File: src/rtl/br_pkg.sv
// br_pkg: shared defaults, types and queue states for the write-back stage.
// Forwarding from the pending queue is enabled with BR_BYPASS_EN.
package br_pkg;

  localparam int BR_WIDTH = 32;
  localparam int BR_DEPTH = 32;
  localparam int BR_AW    = $clog2(BR_DEPTH);

  typedef logic [BR_AW-1:0]    br_addr_t;
  typedef logic [BR_WIDTH-1:0] br_data_t;

  typedef struct packed {
    br_addr_t addr;
    br_data_t data;
  } br_wr_entry_t;

  localparam logic SRC_ALU = 1'b0;
  localparam logic SRC_MEM = 1'b1;

  typedef enum logic [1:0] {
    Q_EMPTY = 2'd0,
    Q_ONE   = 2'd1,
    Q_TWO   = 2'd2
  } br_q_state_t;

  function automatic int br_aw(input int depth);
    return (depth > 1) ? $clog2(depth) : 1;
  endfunction

endpackage

File: src/rtl/br_writeback_if.sv
// br_writeback_if: write-request, commit-slot and read-port bundle.
// master drives requests and read addresses; slave is the register bank.
interface br_writeback_if
  import br_pkg::*;
#(
  parameter int WIDTH = BR_WIDTH,
  parameter int DEPTH = BR_DEPTH
);

  localparam int AW = br_aw(DEPTH);

  logic             selector_demux;
  logic             i_e_write_br;
  logic             i_sel_src;
  logic [AW-1:0]    i_dir_write;
  logic [WIDTH-1:0] i_dato_alu;
  logic [WIDTH-1:0] i_dato_mem;
  logic [AW-1:0]    i_dir_read1;
  logic [AW-1:0]    i_dir_read2;
  logic [WIDTH-1:0] o_dato1;
  logic [WIDTH-1:0] o_dato2;
  logic             o_full;
  logic             o_drop;
  logic             o_write_done;

  modport master (
    output selector_demux,
    output i_e_write_br,
    output i_sel_src,
    output i_dir_write,
    output i_dato_alu,
    output i_dato_mem,
    output i_dir_read1,
    output i_dir_read2,
    input  o_dato1,
    input  o_dato2,
    input  o_full,
    input  o_drop,
    input  o_write_done
  );

  modport slave (
    input  selector_demux,
    input  i_e_write_br,
    input  i_sel_src,
    input  i_dir_write,
    input  i_dato_alu,
    input  i_dato_mem,
    input  i_dir_read1,
    input  i_dir_read2,
    output o_dato1,
    output o_dato2,
    output o_full,
    output o_drop,
    output o_write_done
  );

endinterface

File: src/rtl/br_wr_queue.sv
// br_wr_queue: 2-entry write FIFO; a pop frees its slot for a same-cycle push.
// Both entries are exposed (oldest/youngest) so reads can forward from them.
module br_wr_queue
  import br_pkg::*;
#(
  parameter int WIDTH = BR_WIDTH,
  parameter int AW    = BR_AW
) (
  input  logic             clk,
  input  logic             reset,
  input  logic             push,
  input  logic [AW-1:0]    push_addr,
  input  logic [WIDTH-1:0] push_data,
  input  logic             pop_req,
  output logic             accept,
  output logic             pop,
  output logic             full,
  output logic             vld_old,
  output logic             vld_new,
  output logic [AW-1:0]    addr_old,
  output logic [WIDTH-1:0] data_old,
  output logic [AW-1:0]    addr_new,
  output logic [WIDTH-1:0] data_new
);

  br_q_state_t state_q;
  br_q_state_t state_d;

  logic             head_q;
  logic             tail;
  logic [AW-1:0]    addr_q [2];
  logic [WIDTH-1:0] data_q [2];

  always_ff @(posedge clk) begin
    if (reset) state_q <= Q_EMPTY;
    else       state_q <= state_d;
  end

  always_comb begin
    state_d = state_q;
    unique case (state_q)
      Q_EMPTY: begin
        if (accept) state_d = Q_ONE;
      end
      Q_ONE: begin
        if (accept && !pop)      state_d = Q_TWO;
        else if (pop && !accept) state_d = Q_EMPTY;
      end
      Q_TWO: begin
        if (pop && !accept) state_d = Q_ONE;
      end
      default: state_d = Q_EMPTY;
    endcase
  end

  // When full, a push is only taken if the head drains in the same cycle.
  always_comb begin
    pop     = 1'b0;
    accept  = 1'b0;
    full    = 1'b0;
    vld_old = 1'b0;
    vld_new = 1'b0;
    unique case (state_q)
      Q_EMPTY: begin
        accept = push;
      end
      Q_ONE: begin
        pop     = pop_req;
        accept  = push;
        vld_old = 1'b1;
      end
      Q_TWO: begin
        pop     = pop_req;
        accept  = push & pop_req;
        full    = 1'b1;
        vld_old = 1'b1;
        vld_new = 1'b1;
      end
      default: ;
    endcase
  end

  // head+count mod 2; with two entries this is the slot being popped.
  assign tail = head_q ^ (state_q == Q_ONE);

  always_ff @(posedge clk) begin
    if (reset) begin
      head_q <= 1'b0;
      for (int i = 0; i < 2; i++) begin
        addr_q[i] <= '0;
        data_q[i] <= '0;
      end
    end else begin
      if (accept) begin
        addr_q[tail] <= push_addr;
        data_q[tail] <= push_data;
      end
      if (pop) head_q <= ~head_q;
    end
  end

  assign addr_old = addr_q[head_q];
  assign data_old = data_q[head_q];
  assign addr_new = addr_q[~head_q];
  assign data_new = data_q[~head_q];

endmodule

File: src/rtl/br_writeback.sv
// br_writeback: queued register-bank write-back with two combinational reads.
// Define BR_BYPASS_EN to forward pending queue entries to the read ports.
module br_writeback
  import br_pkg::*;
#(
  parameter int WIDTH    = BR_WIDTH,
  parameter int DEPTH    = BR_DEPTH,
  parameter bit ZERO_REG = 1'b1
) (
  input  logic          clk,
  input  logic          reset,
  br_writeback_if.slave bus
);

  localparam int AW = br_aw(DEPTH);

  logic [WIDTH-1:0] wr_data;
  logic             q_accept;
  logic             q_pop;
  logic             q_full;
  logic             q_vld_old;
  logic             q_vld_new;
  logic [AW-1:0]    q_addr_old;
  logic [WIDTH-1:0] q_data_old;
  logic [AW-1:0]    q_addr_new;
  logic [WIDTH-1:0] q_data_new;

  logic [WIDTH-1:0] regs [DEPTH];
  logic             drop_q;
  logic             done_q;

  logic [AW-1:0]    rd_a [2];
  logic [WIDTH-1:0] rd_d [2];

  // Address decodes to a real, writable register.
  function automatic logic live(input logic [AW-1:0] a);
    return (32'(a) < 32'(DEPTH)) && !(ZERO_REG && (a == '0));
  endfunction

  assign wr_data = (bus.i_sel_src == SRC_MEM) ? bus.i_dato_mem
                                              : bus.i_dato_alu;

  br_wr_queue #(
    .WIDTH (WIDTH),
    .AW    (AW)
  ) u_wr_queue (
    .clk       (clk),
    .reset     (reset),
    .push      (bus.i_e_write_br),
    .push_addr (bus.i_dir_write),
    .push_data (wr_data),
    .pop_req   (bus.selector_demux),
    .accept    (q_accept),
    .pop       (q_pop),
    .full      (q_full),
    .vld_old   (q_vld_old),
    .vld_new   (q_vld_new),
    .addr_old  (q_addr_old),
    .data_old  (q_data_old),
    .addr_new  (q_addr_new),
    .data_new  (q_data_new)
  );

  // The committed entry is always the oldest one.
  always_ff @(posedge clk) begin
    if (reset) begin
      for (int i = 0; i < DEPTH; i++) regs[i] <= '0;
    end else if (q_pop && live(q_addr_old)) begin
      regs[q_addr_old] <= q_data_old;
    end
  end

  always_ff @(posedge clk) begin
    if (reset) begin
      drop_q <= 1'b0;
      done_q <= 1'b0;
    end else begin
      drop_q <= bus.i_e_write_br & ~q_accept;
      done_q <= q_pop;
    end
  end

  assign rd_a[0] = bus.i_dir_read1;
  assign rd_a[1] = bus.i_dir_read2;

  always_comb begin
    for (int p = 0; p < 2; p++) begin
      rd_d[p] = '0;
      if (live(rd_a[p])) begin
        rd_d[p] = regs[rd_a[p]];
`ifdef BR_BYPASS_EN
        if (q_vld_old && (q_addr_old == rd_a[p])) rd_d[p] = q_data_old;
        if (q_vld_new && (q_addr_new == rd_a[p])) rd_d[p] = q_data_new;
`endif
      end
    end
  end

`ifndef BR_BYPASS_EN
  logic unused_fwd;
  assign unused_fwd = ^{q_vld_new, q_addr_new, q_data_new};
`endif

  assign bus.o_dato1      = rd_d[0];
  assign bus.o_dato2      = rd_d[1];
  assign bus.o_full       = q_full;
  assign bus.o_drop       = drop_q;
  assign bus.o_write_done = done_q;

endmodule

File: src/flat_wrapper.sv
// flat-port wrapper written by rule: the top's interface ports become plain ports
module br_writeback_flat import br_pkg::*;
#(
  parameter int WIDTH    = BR_WIDTH,
  parameter int DEPTH    = BR_DEPTH,
  parameter bit ZERO_REG = 1'b1
)
  (clk, reset, bus_selector_demux, bus_i_e_write_br, bus_i_sel_src, bus_i_dir_write, bus_i_dato_alu, bus_i_dato_mem, bus_i_dir_read1, bus_i_dir_read2, bus_o_dato1, bus_o_dato2, bus_o_full, bus_o_drop, bus_o_write_done);
  br_writeback_if #(.WIDTH(WIDTH), .DEPTH(DEPTH)) bus_i ();
  input  logic clk;
  input  logic reset;
  input wire logic [$bits(bus_i.selector_demux)-1:0] bus_selector_demux;
  input wire logic [$bits(bus_i.i_e_write_br)-1:0] bus_i_e_write_br;
  input wire logic [$bits(bus_i.i_sel_src)-1:0] bus_i_sel_src;
  input wire logic [$bits(bus_i.i_dir_write)-1:0] bus_i_dir_write;
  input wire logic [$bits(bus_i.i_dato_alu)-1:0] bus_i_dato_alu;
  input wire logic [$bits(bus_i.i_dato_mem)-1:0] bus_i_dato_mem;
  input wire logic [$bits(bus_i.i_dir_read1)-1:0] bus_i_dir_read1;
  input wire logic [$bits(bus_i.i_dir_read2)-1:0] bus_i_dir_read2;
  output wire logic [$bits(bus_i.o_dato1)-1:0] bus_o_dato1;
  output wire logic [$bits(bus_i.o_dato2)-1:0] bus_o_dato2;
  output wire logic [$bits(bus_i.o_full)-1:0] bus_o_full;
  output wire logic [$bits(bus_i.o_drop)-1:0] bus_o_drop;
  output wire logic [$bits(bus_i.o_write_done)-1:0] bus_o_write_done;
  assign bus_i.selector_demux = bus_selector_demux;
  assign bus_i.i_e_write_br = bus_i_e_write_br;
  assign bus_i.i_sel_src = bus_i_sel_src;
  assign bus_i.i_dir_write = bus_i_dir_write;
  assign bus_i.i_dato_alu = bus_i_dato_alu;
  assign bus_i.i_dato_mem = bus_i_dato_mem;
  assign bus_i.i_dir_read1 = bus_i_dir_read1;
  assign bus_i.i_dir_read2 = bus_i_dir_read2;
  assign bus_o_dato1 = bus_i.o_dato1;
  assign bus_o_dato2 = bus_i.o_dato2;
  assign bus_o_full = bus_i.o_full;
  assign bus_o_drop = bus_i.o_drop;
  assign bus_o_write_done = bus_i.o_write_done;
  br_writeback #(.WIDTH(WIDTH), .DEPTH(DEPTH), .ZERO_REG(ZERO_REG)) u_core (.clk(clk), .reset(reset), .bus(bus_i));
endmodule
File: config.mk
export PLATFORM = sky130hd
export DESIGN_NAME = br_writeback_flat
export DESIGN_NICKNAME = d
export VERILOG_FILES = /design/src/rtl/br_pkg.sv /design/src/rtl/br_writeback_if.sv /design/src/rtl/br_wr_queue.sv /design/src/rtl/br_writeback.sv /design/src/flat_wrapper.sv
export SDC_FILE = /design/constraint.sdc
export NUM_CORES = 2
export LEC_CHECK = 0
export CAP_MARGIN = 20
export CORE_MARGIN = 4
export CORE_UTILIZATION = 40
export DETAILED_ROUTE_END_ITERATION = 16
export DONT_BUFFER_PORTS = 1
export SYNTH_ARGS = -nofsm -noshare
export SYNTH_HDL_FRONTEND = slang
export SYNTH_SLANG_ARGS = --single-unit
File: constraint.sdc
create_clock -name clk -period 3.4 [get_ports clk]
set_input_delay 0.68 -clock clk [delete_from_list [all_inputs] [get_ports clk]]
set_output_delay 0.68 -clock clk [all_outputs]
set_load 0.005 [all_outputs]
==> results.md <==
- Status: complete, but fails checks
- Violated checks: setup timing
- DR vias/cell: 6.237
- Worst Path Buf+Inv: 2
- Actual slew at the worst max-slew pin: 1.107 ns
- Sw Share: between 20% and 30%
- IO Count: 151
- Antenna-violating nets left: 0
- Pre-CTS setup slack: -0.3278 ns
- Leak: 0.02155 uW
- Synthesized flop and latch total: 1104
- Via count: ~36000
- Vias in the first global route: 36820
- Unique masters post-synth: 47
- Ys Warns: 0
- Most common cell after layout, fill and taps aside: nor2_1
- Clk_skew: between 0.02 and 0.03 ns
- Period minus WS final: 3.490 ns
- Fin cells: 5809
- Final setup viols: 18
- Crit path required time: 2.72 ns
- Flop pwr share: 45.6%
- Setup CP Type: in -> out
- Total gr overflow: 0
- Num rows: 137
- Final nets: about 4000
- Combinational share of power: 17.3%
- Crit path DAT: 2.81 ns
- Post-Route WL: 187900 um
- Overall Global Routing Usage: 25.50%
- Clk_lat worst skew: 0.76 ns
- Pins Over Slew Limit: 0
- Synthesized area per cell: 14.65 um2
- Dpl cells: about 5600
- Design area: 63810 um2
- Number of hold violations in the final report: 0
- MaxCap Viol Count: 0
- Starting Density: about two fifths
- Buffers on Ports: 0
- Net Switching: between 9000 and 10000 uW
- Final Wtd Congestion: approximately 0.83
- CP top delay family: multiplexers
- Slack of the critical path: -0.09016 ns
- Initial antenna violation count: 2
- Hold Crit Class: in -> reg
- Dpl hpwl: slightly above 100000 um
- Post-synthesis mux area share: about a quarter
- Area growth from synthesis to layout: 13.97%
- Clk Tree Root Cell: clkbuf_16
- CTS Buffer Depth: 3
- Pin count of the biggest net entering global routing: roughly 260
- Pwr Density: ~550 nW/um2
- Initial DRT Pass Iterations: 6
- CP max FO: about 260
- Hold Path Origin: reset
- Die area: 146000 um2
- Wire per inst: 32.34 um
- Worst vdd ir: 439.3 uV
- Area after DPL: approximately 59000 um2
- Fraction of registers with async set/reset: 0%
- Slowest cell on crit path: mux4_2
- CTS tree: yes
- Clock power share: between 30% and 40%
- CP most frequent cell: buf_4
- Post-Synth Adder-Cell Area: 0.1117%
- Most frequent cells in the layout: nor2_1 (1127), edfxtp_1 (1098), mux4_2 (510), buf_4 (214), clkbuf_16 (119)
- Post-synth EDFFs: 1098
- Synth Instances: roughly 3800
- Mapped Area: 55990 um2
- Worst-path clk slew: 0.06 ns
- Synth Flop Type: edfxtp_1
- Hold slack: roughly 0.096 ns
- Total negative setup slack: -0.6871 ns
- CP Cell Sequence: mux4_2 -> mux2i_4 -> a21oi_1 -> o21ai_0 -> buf_4 -> a21oi_2 -> buf_4
- Sequential share of the synthesized area: around three fifths
- Sink Count: 1104
- CP peak stage delay: 0.66 ns
- DRC errors left: 0
- First-pass GRT wire length: 266900 um
- CP Launch Type: input port
- CTS Buf Count: approximately 120
- Crit end category: primary output
- Reg2reg start: u_core.u_wr_queue.state_q[1]$_SDFFE_PP0P_
- DR iter-0 viols: 5020
- Pint: 25480 uW
- Simple-gate share of the synthesized area: about 9.1%
- Die H: 382.1 um
- # H-tree levels: 3
- Core area: 139400 um2
- Max Fclk: 286.5 MHz
- Rel. slew slack: 26.19%
- Post-Synth XOR/XNOR Area: less than 1%
- RSZ-0062 raised after global routing: true
- Main combinational cell family by area after synthesis: multiplexers
- Die X: 382.1 um
- Period utilisation layout: 102.7%
- Crit path launch: bus_i_dir_read2[1]
- Layout cells sized above 1: 29.37%
- Synth Area in Compound Gates: 3.354%
[cell usage after synthesis (all sizes together), types with 16 or more instances]
| master | instances | share of area (%) |
|---|---|---|
| a22oi | 16 | 0.21 |
| nand2b | 38 | 0.42 |
| mux2i | 162 | 2.9 |
| clkbuf | 233 | 1.6 |
| nand2 | 50 | 0.34 |
| nor2 | 1129 | 7.6 |
| edfxtp | 1098 | 59 |
| a221oi | 48 | 0.85 |
| o21ai | 46 | 0.41 |
| a211oi | 37 | 0.50 |
| a21oi | 86 | 0.77 |
| nor2b | 45 | 0.50 |
| buf | 168 | 1.9 |
| a2111oi | 21 | 0.33 |
| mux2 | 59 | 1.2 |
| mux4 | 512 | 21 |
[stage by stage]
stage | power (uW) | utilization, %
after detailed placement | 22300 | 42.67
after CTS | 35290 | 45.51
after floorplan | 19880 | -
after global routing | 36390 | 45.79
final | 35370 | 45.79
after global placement | 22210 | 42.66
[power groups by stage]
stage | Sequential [uW] | Clock, uW | Combinational [uW]
3_5_place_dp | 16400 | 0 | 5880
2_1_floorplan | 16200 | 0 | 3700
4_1_cts | 16100 | 13200 | 5910
3_3_place_gp | 16400 | 0 | 5850
5_1_grt | 16200 | 13800 | 6360
6_report | 16100 | 13100 | 6130
[repair_timing]
item	CTS	global route
hold endpoints to repair	4	0
pin swaps	0	13
hold buffers	1	0
setup buffers	0	0
gates resized for setup	13	81
cloned	0	0
endpoints found under the setup margin	9	38
[registers in the layout, summed over array words and instances (netlist names), named ones only]
signal and count:
u_core.bus.o_drop 1, u_core.bus.o_write_done 1, u_core.regs 1024, u_core.u_wr_queue.addr_q 10, u_core.u_wr_queue.data_q 64, u_core.u_wr_queue.head_q 1, u_core.u_wr_queue.state_q 2
[kinds of logic (layout without fill, tap and decap cells)]
group / Yosys count / count (layout)
AND/OR/NAND/NOR: 1288 / 1288
adder cells (fa/ha/maj): 5 / 5
buffers and inverters: 412 / 492
AO/OA/AOI/OAI: 276 / 276
flip-flops: 1104 / 1104
XOR/XNOR: 2 / 2
other: 1 / 33
multiplexers: 733 / 733
[area by class of cell]
class	count	area [um2]
fill	12110	75550
clock inverter	80	797.0
sequential	1104	33100
tap	1876	2347
antenna	1	2.502
inverter	11	41.29
clock buffer	144	3092
timing repair buffer	257	2404
multi-input combinational	2336	22030
[layer usage]
layer | track usage [%] | vias up | wire [um]
li1 | - | 14620 | -
met4 | 9.338 | 0 | 7696
met3 | 7.006 | 341 | 24510
met5 | 0 | - | 0
met2 | 38.49 | 2388 | 84330
met1 | 35.55 | 18880 | 71330
[final timing paths]
check	endpoint	slack [ns]	cells past startpoint
min	u_core.regs[0][31]$_SDFFCE_PN0P_	0.1	0
max reg2reg	u_core.regs[8][21]$_SDFFCE_PN0P_	0.49	8
max	bus_o_dato2[16]	-0.09	7
min reg2reg	register	0.56	2
Note: power is estimated with default switching activity, not from simulation.
